===== src/rtl/fadd_share_arb_81_pkg.sv =====
`default_nettype none
// ============================================================================
// Module      : fadd_pkg_81 (package)
// Description : Shared constants and types for the float-adder share block.
//               FP_W / FP_SIGN_BIT describe the IEEE-754 single format,
//               ADD_LAT_DEFAULT is the adder pipeline depth, and tag_t is
//               one entry of the in-flight tag shift register.
// Revision    : 1.0 - initial release
// ============================================================================
package fadd_pkg_81;

  localparam int FP_W            = 32;
  localparam int FP_SIGN_BIT     = 31;
  localparam int ADD_LAT_DEFAULT = 6;
  // Wide enough for the largest supported requester count (8).
  localparam int TAG_ID_W        = 3;

  typedef struct packed {
    logic                valid;
    logic [TAG_ID_W-1:0] id;
  } tag_t;

  // A-B is issued to the adder as A+(-B): only the sign bit of B changes,
  // so zeros and denormals otherwise pass through untouched.
  function automatic logic [FP_W-1:0] negate_if(input logic [FP_W-1:0] x,
                                                 input logic            sub);
    return sub ? {~x[FP_SIGN_BIT], x[FP_SIGN_BIT-1:0]} : x;
  endfunction

endpackage
`default_nettype wire


===== src/rtl/fadd_share_arb_81_if.sv =====
`default_nettype none
// ============================================================================
// Module      : fadd_share_arb_81_if
// Description : Bus bundle of the float-adder share block.
//   req_valid/req_ready/req_a/req_b/req_sub : requester handshake + operands
//   add_a/add_b/add_result                  : shared adder operands/result
//   rsp_valid/rsp_data                      : one-hot response pulse + data
//   inflight/done_cnt                       : occupancy and completion count
//   enable                                  : grant enable
//   Modport slave = the share block, master = requesters/integration side.
// Revision    : 1.0 - initial release
// ============================================================================
interface fadd_share_arb_81_if #(
  parameter int NREQ = 4,
  parameter int CNTW = 16
);
  import fadd_pkg_81::*;

  logic [NREQ-1:0]      req_valid;
  logic [NREQ-1:0]      req_ready;
  logic [FP_W*NREQ-1:0] req_a;
  logic [FP_W*NREQ-1:0] req_b;
  logic [NREQ-1:0]      req_sub;
  logic [FP_W-1:0]      add_a;
  logic [FP_W-1:0]      add_b;
  logic [FP_W-1:0]      add_result;
  logic [NREQ-1:0]      rsp_valid;
  logic [FP_W-1:0]      rsp_data;
  logic [CNTW-1:0]      inflight;
  logic [CNTW-1:0]      done_cnt;
  logic                 enable;

  modport slave (
    input  req_valid, req_a, req_b, req_sub, add_result, enable,
    output req_ready, add_a, add_b, rsp_valid, rsp_data, inflight, done_cnt
  );

  modport master (
    output req_valid, req_a, req_b, req_sub, add_result, enable,
    input  req_ready, add_a, add_b, rsp_valid, rsp_data, inflight, done_cnt
  );

endinterface
`default_nettype wire


===== src/rtl/fadd_share_arb_81_rr.sv =====
`default_nettype none
// ============================================================================
// Module      : rr_arbiter_81
// Description : Round-robin arbiter with a registered priority pointer.
//   clk81, reset_81 : clock, asynchronous active-high reset
//   req             : request vector
//   enable          : 0 forces an all-zero grant
//   advance         : a grant was taken this cycle; pointer moves past it
//   grant           : one-hot grant (combinational)
//   grant_idx       : encoded index of the granted requester
// Revision    : 1.0 - initial release
// ============================================================================
module rr_arbiter_81 #(
  parameter int NREQ = 4,
  parameter int IDW  = 3
) (
  input  logic            clk81,
  input  logic            reset_81,
  input  logic [NREQ-1:0] req,
  input  logic            enable,
  input  logic            advance,
  output logic [NREQ-1:0] grant,
  output logic [IDW-1:0]  grant_idx
);

  logic [IDW-1:0] r_ptr;
  logic           w_found;

  // Walk ptr, ptr+1, ... (mod NREQ); the first active request wins.
  always_comb begin
    grant     = '0;
    grant_idx = '0;
    w_found   = 1'b0;
    for (int i = 0; i < NREQ; i++) begin
      for (int k = 0; k < NREQ; k++) begin
        if (enable && !w_found && req[k] &&
            (k == ((int'(r_ptr) + i) % NREQ))) begin
          w_found   = 1'b1;
          grant[k]  = 1'b1;
          grant_idx = IDW'(k);
        end
      end
    end
  end

  always_ff @(posedge clk81 or posedge reset_81) begin
    if (reset_81) begin
      r_ptr <= '0;
    end else if (advance) begin
      r_ptr <= (grant_idx == IDW'(NREQ - 1)) ? '0 : grant_idx + IDW'(1);
    end
  end

endmodule
`default_nettype wire


===== src/rtl/fadd_share_arb_81.sv =====
`default_nettype none
// ============================================================================
// Module      : fadd_share_arb_81
// Description : Shares one pipelined float adder among NREQ requesters.
//               Round-robin grant, one issue per cycle into registered
//               operands, a tag shift register tracking each operation
//               through the adder, and a one-hot response pulse back to
//               the originator when its result emerges.
//   clk81    : clock
//   reset_81 : asynchronous active-high reset; in-flight work is dropped
//   bus      : fadd_share_arb_81_if.slave (handshake, adder, responses,
//              counters, enable)
// Revision    : 1.0 - initial release
// ============================================================================
module fadd_share_arb_81
  import fadd_pkg_81::*;
#(
  parameter int NREQ    = 4,
  parameter int IDW     = 3,
  parameter int ADD_LAT = ADD_LAT_DEFAULT,
  parameter int CNTW    = 16
) (
  input  logic                 clk81,
  input  logic                 reset_81,
  fadd_share_arb_81_if.slave   bus
);

  logic [NREQ-1:0] w_grant;
  logic [IDW-1:0]  w_idx;
  logic            w_en_eff;
  logic            w_issue;
  logic [FP_W-1:0] w_sel_a;
  logic [FP_W-1:0] w_sel_b;
  logic            w_sel_sub;
  logic [NREQ-1:0] w_rsp_valid;
  logic [FP_W-1:0] w_rsp_data;
  logic            w_rsp_any;

  logic [FP_W-1:0] r_add_a;
  logic [FP_W-1:0] r_add_b;
  tag_t            r_tag [ADD_LAT+1];
  logic [CNTW-1:0] r_inflight;
  logic [CNTW-1:0] r_done_cnt;

  // Ready must read zero while reset is held, even though the arbiter is
  // combinational off its (already cleared) pointer.
  assign w_en_eff = bus.enable & ~reset_81;
  assign w_issue  = |(bus.req_valid & w_grant);

  rr_arbiter_81 #(
    .NREQ (NREQ),
    .IDW  (IDW)
  ) u_arb (
    .clk81     (clk81),
    .reset_81  (reset_81),
    .req       (bus.req_valid),
    .enable    (w_en_eff),
    .advance   (w_issue),
    .grant     (w_grant),
    .grant_idx (w_idx)
  );

  always_comb begin
    w_sel_a   = '0;
    w_sel_b   = '0;
    w_sel_sub = 1'b0;
    for (int k = 0; k < NREQ; k++) begin
      if (w_idx == IDW'(k)) begin
        w_sel_a   = bus.req_a[k*FP_W +: FP_W];
        w_sel_b   = bus.req_b[k*FP_W +: FP_W];
        w_sel_sub = bus.req_sub[k];
      end
    end
  end

  // Stage 0 of the tag pipe sits alongside the operand registers; the last
  // stage lines up with the cycle add_result carries that operation.
  always_ff @(posedge clk81 or posedge reset_81) begin
    if (reset_81) begin
      r_add_a    <= '0;
      r_add_b    <= '0;
      r_inflight <= '0;
      r_done_cnt <= '0;
      for (int s = 0; s <= ADD_LAT; s++) begin
        r_tag[s] <= '0;
      end
    end else begin
      if (w_issue) begin
        r_add_a <= w_sel_a;
        r_add_b <= negate_if(w_sel_b, w_sel_sub);
      end
      r_tag[0].valid <= w_issue;
      r_tag[0].id    <= TAG_ID_W'(w_idx);
      for (int s = 1; s <= ADD_LAT; s++) begin
        r_tag[s] <= r_tag[s-1];
      end
      r_done_cnt <= r_done_cnt + CNTW'(w_rsp_any);
      case ({w_issue, w_rsp_any})
        2'b10:   r_inflight <= r_inflight + CNTW'(1);
        2'b01:   r_inflight <= r_inflight - CNTW'(1);
        default: r_inflight <= r_inflight;
      endcase
    end
  end

  assign w_rsp_any = r_tag[ADD_LAT].valid;

  always_comb begin
    w_rsp_valid = '0;
    w_rsp_data  = '0;
    if (r_tag[ADD_LAT].valid) begin
      w_rsp_data = bus.add_result;
      for (int k = 0; k < NREQ; k++) begin
        if (r_tag[ADD_LAT].id == TAG_ID_W'(k)) begin
          w_rsp_valid[k] = 1'b1;
        end
      end
    end
  end

  assign bus.req_ready = w_grant;
  assign bus.add_a     = r_add_a;
  assign bus.add_b     = r_add_b;
  assign bus.rsp_valid = w_rsp_valid;
  assign bus.rsp_data  = w_rsp_data;
  assign bus.inflight  = r_inflight;
  assign bus.done_cnt  = r_done_cnt;

  a_inflight_max: assert property (@(posedge clk81) disable iff (reset_81)
    r_inflight <= CNTW'(ADD_LAT + 1));

  a_inflight_underflow: assert property (@(posedge clk81) disable iff (reset_81)
    !(w_rsp_any && !w_issue && (r_inflight == '0)));

endmodule
`default_nettype wire

===== src/flat_wrapper.sv =====
// flat-port wrapper written by rule: the top's interface ports become plain ports
module fadd_share_arb_81_flat import fadd_pkg_81::*;
#(
  parameter int NREQ    = 4,
  parameter int IDW     = 3,
  parameter int ADD_LAT = ADD_LAT_DEFAULT,
  parameter int CNTW    = 16
)
  (clk81, reset_81, bus_req_valid, bus_req_a, bus_req_b, bus_req_sub, bus_add_result, bus_enable, bus_req_ready, bus_add_a, bus_add_b, bus_rsp_valid, bus_rsp_data, bus_inflight, bus_done_cnt);
  fadd_share_arb_81_if #(.NREQ(NREQ), .CNTW(CNTW)) bus_i ();
  input  logic clk81;
  input  logic reset_81;
  input wire logic [$bits(bus_i.req_valid)-1:0] bus_req_valid;
  input wire logic [$bits(bus_i.req_a)-1:0] bus_req_a;
  input wire logic [$bits(bus_i.req_b)-1:0] bus_req_b;
  input wire logic [$bits(bus_i.req_sub)-1:0] bus_req_sub;
  input wire logic [$bits(bus_i.add_result)-1:0] bus_add_result;
  input wire logic [$bits(bus_i.enable)-1:0] bus_enable;
  output wire logic [$bits(bus_i.req_ready)-1:0] bus_req_ready;
  output wire logic [$bits(bus_i.add_a)-1:0] bus_add_a;
  output wire logic [$bits(bus_i.add_b)-1:0] bus_add_b;
  output wire logic [$bits(bus_i.rsp_valid)-1:0] bus_rsp_valid;
  output wire logic [$bits(bus_i.rsp_data)-1:0] bus_rsp_data;
  output wire logic [$bits(bus_i.inflight)-1:0] bus_inflight;
  output wire logic [$bits(bus_i.done_cnt)-1:0] bus_done_cnt;
  assign bus_i.req_valid = bus_req_valid;
  assign bus_i.req_a = bus_req_a;
  assign bus_i.req_b = bus_req_b;
  assign bus_i.req_sub = bus_req_sub;
  assign bus_i.add_result = bus_add_result;
  assign bus_i.enable = bus_enable;
  assign bus_req_ready = bus_i.req_ready;
  assign bus_add_a = bus_i.add_a;
  assign bus_add_b = bus_i.add_b;
  assign bus_rsp_valid = bus_i.rsp_valid;
  assign bus_rsp_data = bus_i.rsp_data;
  assign bus_inflight = bus_i.inflight;
  assign bus_done_cnt = bus_i.done_cnt;
  fadd_share_arb_81 #(.NREQ(NREQ), .IDW(IDW), .ADD_LAT(ADD_LAT), .CNTW(CNTW)) u_core (.clk81(clk81), .reset_81(reset_81), .bus(bus_i));
endmodule

===== config.mk =====
export PLATFORM = sky130hd
export DESIGN_NAME = fadd_share_arb_81_flat
export DESIGN_NICKNAME = d
export VERILOG_FILES = /design/src/rtl/fadd_share_arb_81_pkg.sv /design/src/rtl/fadd_share_arb_81_if.sv /design/src/rtl/fadd_share_arb_81_rr.sv /design/src/rtl/fadd_share_arb_81.sv /design/src/flat_wrapper.sv
export SDC_FILE = /design/constraint.sdc
export NUM_CORES = 1
export LEC_CHECK = 0
export CELL_PAD_IN_SITES_DETAIL_PLACEMENT = 0
export CELL_PAD_IN_SITES_GLOBAL_PLACEMENT = 1
export CORE_AREA = 4 4 178 180
export DETAILED_ROUTE_END_ITERATION = 10
export DIE_AREA = 0 0 182 184
export HOLD_SLACK_MARGIN = 0.1
export PLACE_DENSITY = 0.76
export SETUP_SLACK_MARGIN = 0.02
export SYNTH_ARGS = -nofsm -noshare
export SYNTH_HDL_FRONTEND = slang
export SYNTH_SLANG_ARGS = --single-unit

===== constraint.sdc =====
create_clock -name clk81 -period 7.3 [get_ports clk81]
set_input_delay 1.46 -clock clk81 [delete_from_list [all_inputs] [get_ports clk81]]
set_output_delay 1.46 -clock clk81 [all_outputs]
set_load 0.01 [all_outputs]

==> flow_summary.json, run 1 <==
{
  "grt_max_degree": 90,
  "p_per_area_nw_per_um2": 313,
  "die_w_um": 182,
  "placed_area_um2": 12100,
  "outcome": "completed",
  "clock_sinks": 119,
  "drt-initial-drc-count": 320,
  "hp-class": "reg -> reg",
  "cp_cell_sequence": "clkdlybuf4s50_1 > inv_1 > o31a_1 > nand2_1 > nand3_4 > inv_1 > ha_1 > ha_1 > o211ai_1 > nand2_1 > a31oi_1 > o21ai_1 > o31ai_1 > or4b_1 > nand3_1",
  "grt_pass1_vias": 7692,
  "critPathSlowestCell": "ha_1",
  "viasPerCell": 4.48,
  "nets": 1648,
  "layout-drive-gt1-share": 0.0396,
  "power_mw": 3.98,
  "gp_congestion": 0.848,
  "drv_cap": 0,
  "setup_viol": 0,
  "fin_area_um2": 12700,
  "dp_cells": 1704,
  "die_y_um": 184,
  "synthDistinctLibCells": 51,
  "fmax_mhz": 182,
  "area_growth_pct": 71.0,
  "pre_cts_ws_ps": 1320,
  "syn_area_um2": 7440,
  "path_clk_slew_ps": 60,
  "clk_latency_ps": 420,
  "async_reset_ff_frac": 1.00,
  "cts_buffers": 17,
  "cts.path.max_buffers": 2,
  "synth_area_leaders": "dfrtp_1 40%, a21oi_1 9.5%, mux2i_1 8.3%, nand2_1 7.6%, nor2_1 7.4%",
  "vias": 7777,
  "clock-skew-final_ps": 8.67,
  "dr.pass1.iters": 5,
  "cts_setup_buffers": 0,
  "yosysSeqAreaShare": 0.400,
  "grt_pass1_wl_mm": 43.9,
  "ctsHoldBuffers": 0,
  "h-tree-depth": 4,
  "wl_mm": 29.5,
  "synth-edff-count": 0,
  "yosysWarnings": 0,
  "finalCritPeriodShare": 0.751,
  "cts_tree": "built",
  "drc": 0,
  "vdd_ir_drop_max_v": 0.000141,
  "ant_nets": 0,
  "startpoint_type": "primary input",
  "worstSetupEndpointType": "flip-flop",
  "post-route-util": 0.422,
  "synth_top_flop_cell": "dfrtp_1",
  "syn-mean-instance-area_um2": 8.00,
  "rsz0062_at_grt": "false",
  "grt_usage": 0.168,
  "antenna_found_initial": 1,
  "tightest_slew_ps": 956,
  "yosys_register_bits": 119,
  "dr_wl_met3_mm": 2.65,
  "hpwlAfterDp_mm": 22.5,
  "cts-root-buf": "clkbuf_16",
  "cts_resized": 0,
  "finalHoldViolCount": 0,
  "min_period_ps": 5480,
  "synth_cells": 930,
  "io_pins": 435,
  "worstSetupPathType": "in -> reg",
  "met1_length_mm": 11.4,
  "met2_wirelength_mm": 15.1,
  "crit_required_ps": 7590,
  "timing.final.ws_setup_ps": 1820,
  "routedWlPerCell_um": 17.0,
  "core_um2": 30200,
  "placementRows": 64,
  "whs_ps": 340,
  "drv_slew": 0,
  "relSlewSlack": 0.363,
  "synth.most_common_cell": "nand2_1",
  "critPathMaxStageDelay_ps": 660,
  "stdcell_count": 1737,
  "yosysTopAreaCell": "dfrtp_1",
  "grt_overflow": 0,
  "worst-path-max-fanout": 60,
  "setup_tns_ps": 0,
  "cp.arrival_ps": 5780,
  "synth.top_cell.area_share": 0.400,
  "synthTopCellsByCount": "150 x nand2_1, 146 x nor2_1, 142 x a21oi_1, 119 x dfrtp_1, 76 x o21ai_0",
  "initial_core_util": 0.247,
  "total_leakage_power_nw": 5.15,
  "die-area_um2": 33500,
  "syn_nets": 1251,
  "highest_layer": "met4",
  "io_buffers": 434
}
-- cells in the final DEF, fill, tap and decap left out, drive strengths merged, types with 3 or more instances in the layout --
master,instances
clkdlybuf4s50,434
nand2,150
nor2,146
a21oi,142
dfrtp,119
o21ai,80
mux2i,62
and2,33
ha,21
clkbuf,18
xnor2,17
inv,15
xor2,13
nand3,13
buf,7
clkinv,7
nand2b,5
o21bai,4
a21o,4
nor2b,3
o21a,3
nand4,3
and3,3
bufinv,3
o31ai,3
-- per-layer routing --
layer  global-route usage  up-vias
met5                    0        -
met1                0.187     3501
met2                0.310      306
met4               0.0387        0
met3               0.0584       17
li1                     -     3953
-- path summary, 6_finish.rpt --
check / startpoint / to / slack [ps] / cells after the start
setup / recovery: bus_req_valid[0] / u_core.bus.inflight[14] / 1820 / 15
hold / removal: u_core.r_tag[8] / u_core.r_tag[4] / 340 / 0
setup reg to reg: u_core.u_arb.r_ptr[0] / u_core.bus.inflight[14] / 2980 / 13
hold reg to reg: u_core.r_tag[8] / u_core.r_tag[4] / 340 / 0
max in group asynchronous: reset_81 / u_core.bus.done_cnt[2] / 4390 / 3
min in group asynchronous: reset_81 / u_core.bus.add_b[0] / 1530 / 2
-- kinds of logic after synthesis --
family / Yosys count / synth area share
AOI/OAI and AO/OA: 253 / 0.186
DFF: 119 / 0.400
and+or+nand+nor: 366 / 0.211
xor gates and xnor gates: 30 / 0.0353
buffers and inverters: 76 / 0.0434
adders and majority gates: 22 / 0.0380
muxes: 64 / 0.0864
-- layout make-up --
type	instances	area, um2
sequential	119	2980
inverter	13	51.3
antenna	1	2.50
clock inverter	14	175
multi-input combinational	735	4190
fill	3030	17500
timing repair buffer	441	4410
tap	396	495
clock buffer	18	429
-- state kept, by name (all words and copies together), names as in the netlist --
name,count
u_core.bus.add_a,32
u_core.bus.add_b,32
u_core.bus.done_cnt,16
u_core.bus.inflight,16
u_core.r_tag,20
u_core.u_arb.r_ptr,2
u_core.w_rsp_any,1
-- critical path: cells and delay by family --
| kind | cells | cell delay, ps |
|---|---|---|
| AOI/OAI and AO/OA | 5 | 1250 |
| buffers and inverters | 3 | 870 |
| and+or+nand+nor | 5 | 1140 |
| adders and majority gates | 2 | 1060 |
-- power by group --
group / internal, mW / total [mW] / switching [mW]
Sequential: 0.928 / 1.12 / 0.190
Clock: 0.541 / 0.882 / 0.341
Combinational: 1.02 / 1.98 / 0.965
(Power assumes the default switching activity.)
==> inputs of run 2 (changes only) <==
Settings changed: CORE_AREA 4 4 178 180 to 4 4 182 184, DIE_AREA 0 0 182 184 to 0 0 186 188.
Clock period 7.3 ns to 4.8 ns, I/O delays scaled along.
==> run 2 against run 1 <==
- wire length down 1.0%
- clock power is 59% higher
- via count is 0.57% lower
==> flow_summary.json, run 2 (synthesis results as in run 1) <==
{
  "min_delay_path_depth": 0,
  "wl_mm": 29.2,
  "antenna_cells": 0,
  "hold-path-endpoint": "u_core.r_tag[20]",
  "worst-r2r-cell-count": 15,
  "cts_setup_buffers": 0,
  "rr_endpoint": "u_core.bus.inflight[14]",
  "gp_congestion": 0.824,
  "dr_wl_met3_mm": 2.72,
  "hpwlAfterDp_mm": 22.8,
  "io_pins": 435,
  "met1_length_mm": 11.1,
  "ctsHoldBuffers": 0,
  "fin_area_um2": 12900,
  "worstSetupPathType": "in -> reg",
  "grt_pass1_vias": 7701,
  "rrSetupSlack_ps": 1090,
  "crit_required_ps": 5090,
  "h-tree-depth": 4,
  "drv_slew": 0,
  "rsz0062_at_grt": "false",
  "crit_family": "compound AO/OA/AOI/OAI gates",
  "placementRows": 65,
  "cts_tree": "built",
  "die_y_um": 188,
  "layout_common_cells": "434 x clkdlybuf4s50_1, 150 x nand2_1, 146 x nor2_1",
  "worst-path-buf-inv": 2,
  "highest_layer": "met4",
  "cp.arrival_ps": 4530,
  "grt_usage": 0.159,
  "cts_resized": 0,
  "nFillCells": 3158,
  "cts.path.max_buffers": 2,
  "startpoint_type": "primary input",
  "dr.pass1.iters": 4,
  "drv_cap": 0,
  "die-area_um2": 35000,
  "setup_tns_ps": 0,
  "rr_startpoint": "u_core.u_arb.r_ptr[1]",
  "die_w_um": 186,
  "critPathMaxStageDelay_ps": 520,
  "p_seq_frac": 0.273,
  "area_growth_pct": 73.1,
  "relSlewSlack": 0.374,
  "antenna_found_initial": 1,
  "nets": 1658,
  "vias": 7733,
  "tightest_slew_ps": 938,
  "min_from": "u_core.r_tag[24]",
  "io_buffers": 434,
  "p_int_mw": 3.88,
  "critPathSlowestCell": "fa_1",
  "pre_cts_ws_ps": 138,
  "timing.final.ws_setup_ps": 566,
  "pwr-share-clk": 0.228,
  "clock_sinks": 119,
  "clock-skew-final_ps": 13.4,
  "grt_pass1_wl_mm": 43.4,
  "placed_area_um2": 12200,
  "power_frac_comb": 0.499,
  "cts_buffers": 17,
  "cp_cell_sequence": "clkdlybuf4s50_1 > o21a_1 > o22ai_1 > nand3_1 > nand3_4 > inv_1 > ha_1 > fa_1 > a21oi_1 > o21ai_0 > a31oi_1 > o21ai_1 > o31ai_1 > or4b_1 > nand3_1",
  "p_sw_mw": 2.28,
  "layout-drive-gt1-share": 0.0467,
  "cts-root-buf": "clkbuf_16",
  "fmax_mhz": 236,
  "swShare": 0.370,
  "routedWlPerCell_um": 16.7,
  "drt-initial-drc-count": 257,
  "core_um2": 31400,
  "final_common_cell": "clkdlybuf4s50_1",
  "finalHoldViolCount": 0,
  "grt_max_degree": 99,
  "total_leakage_power_nw": 5.23,
  "p_per_area_nw_per_um2": 478,
  "grt_overflow": 0,
  "met2_wirelength_mm": 15.2,
  "setup_viol": 0,
  "clk_latency_ps": 410,
  "min_period_ps": 4230,
  "drc": 0,
  "viasPerCell": 4.41,
  "worstSetupEndpointType": "flip-flop",
  "finalCritPeriodShare": 0.882,
  "ant_nets": 0,
  "vdd_ir_drop_max_v": 0.000222,
  "initial_core_util": 0.237,
  "outcome": "completed",
  "hp-class": "reg -> reg",
  "path_clk_slew_ps": 60,
  "worst-path-max-fanout": 18,
  "crit_top_cell": "nand3_1"
}
-- run 2: final cells by class --
class                           count  area [um2]  share of cell area
Clock inverter                     13         194              0.0151
Inverter                           13        53.8             0.00418
Tap cell                          402         503              0.0390
Multi-Input combinational cell    735        4190               0.325
Clock buffer                       19         443              0.0344
Sequential cell                   119        2980               0.231
Timing Repair Buffer              451        4520               0.351
-- run 2: power groups by stage --
stage	combinational (mW)	clock (mW)	sequential, mW
floorplan	1.44	0	1.83
global placement	3.08	0	1.69
detailed placement	3.11	0	1.70
CTS	3.12	1.45	1.69
global route	3.39	1.49	1.74
finish	3.07	1.40	1.68
-- run 2: worst max path at each step --
stage,start,to,slack [ps],depth (start not counted)
global placement,bus_req_valid[0],u_core.bus.inflight[14],230,15
global route,bus_req_valid[2],u_core.bus.inflight[14],260,16
detailed placement,bus_req_valid[0],u_core.bus.inflight[14],140,15
floorplan,reset_81,u_core.bus.add_a[0],680,1
CTS,bus_req_valid[0],u_core.bus.inflight[14],580,15
finish,bus_req_valid[1],u_core.bus.inflight[14],570,15
-- run 2: worst reg2reg max path: cells and delay by family (launching register included) --
family                   cells  cell delay, ps
AO/OA/AOI/OAI                7            1360
adder cells (fa/ha/maj)      2             990
AND/OR/NAND/NOR              5             680
flip-flops                   1             490
buffers and inverters        1              60
-- run 2: layer usage --
metal  global-route usage  up-vias
li1                     -     3971
met1                0.175     3449
met2                0.296      299
met3               0.0578       14
met4               0.0255        0
met5                    0        -
-- run 2: metrics by stage --
stage	hold WS, ps	instances	utilization	power (mW)
2_1_floorplan	331	930	-	3.26
3_3_place_gp	331	1720	0.390	4.77
3_5_place_dp	335	1720	0.390	4.81
4_1_cts	344	1752	0.410	6.26
5_1_grt	351	1752	0.410	6.63
6_report	346	1752	0.410	6.15
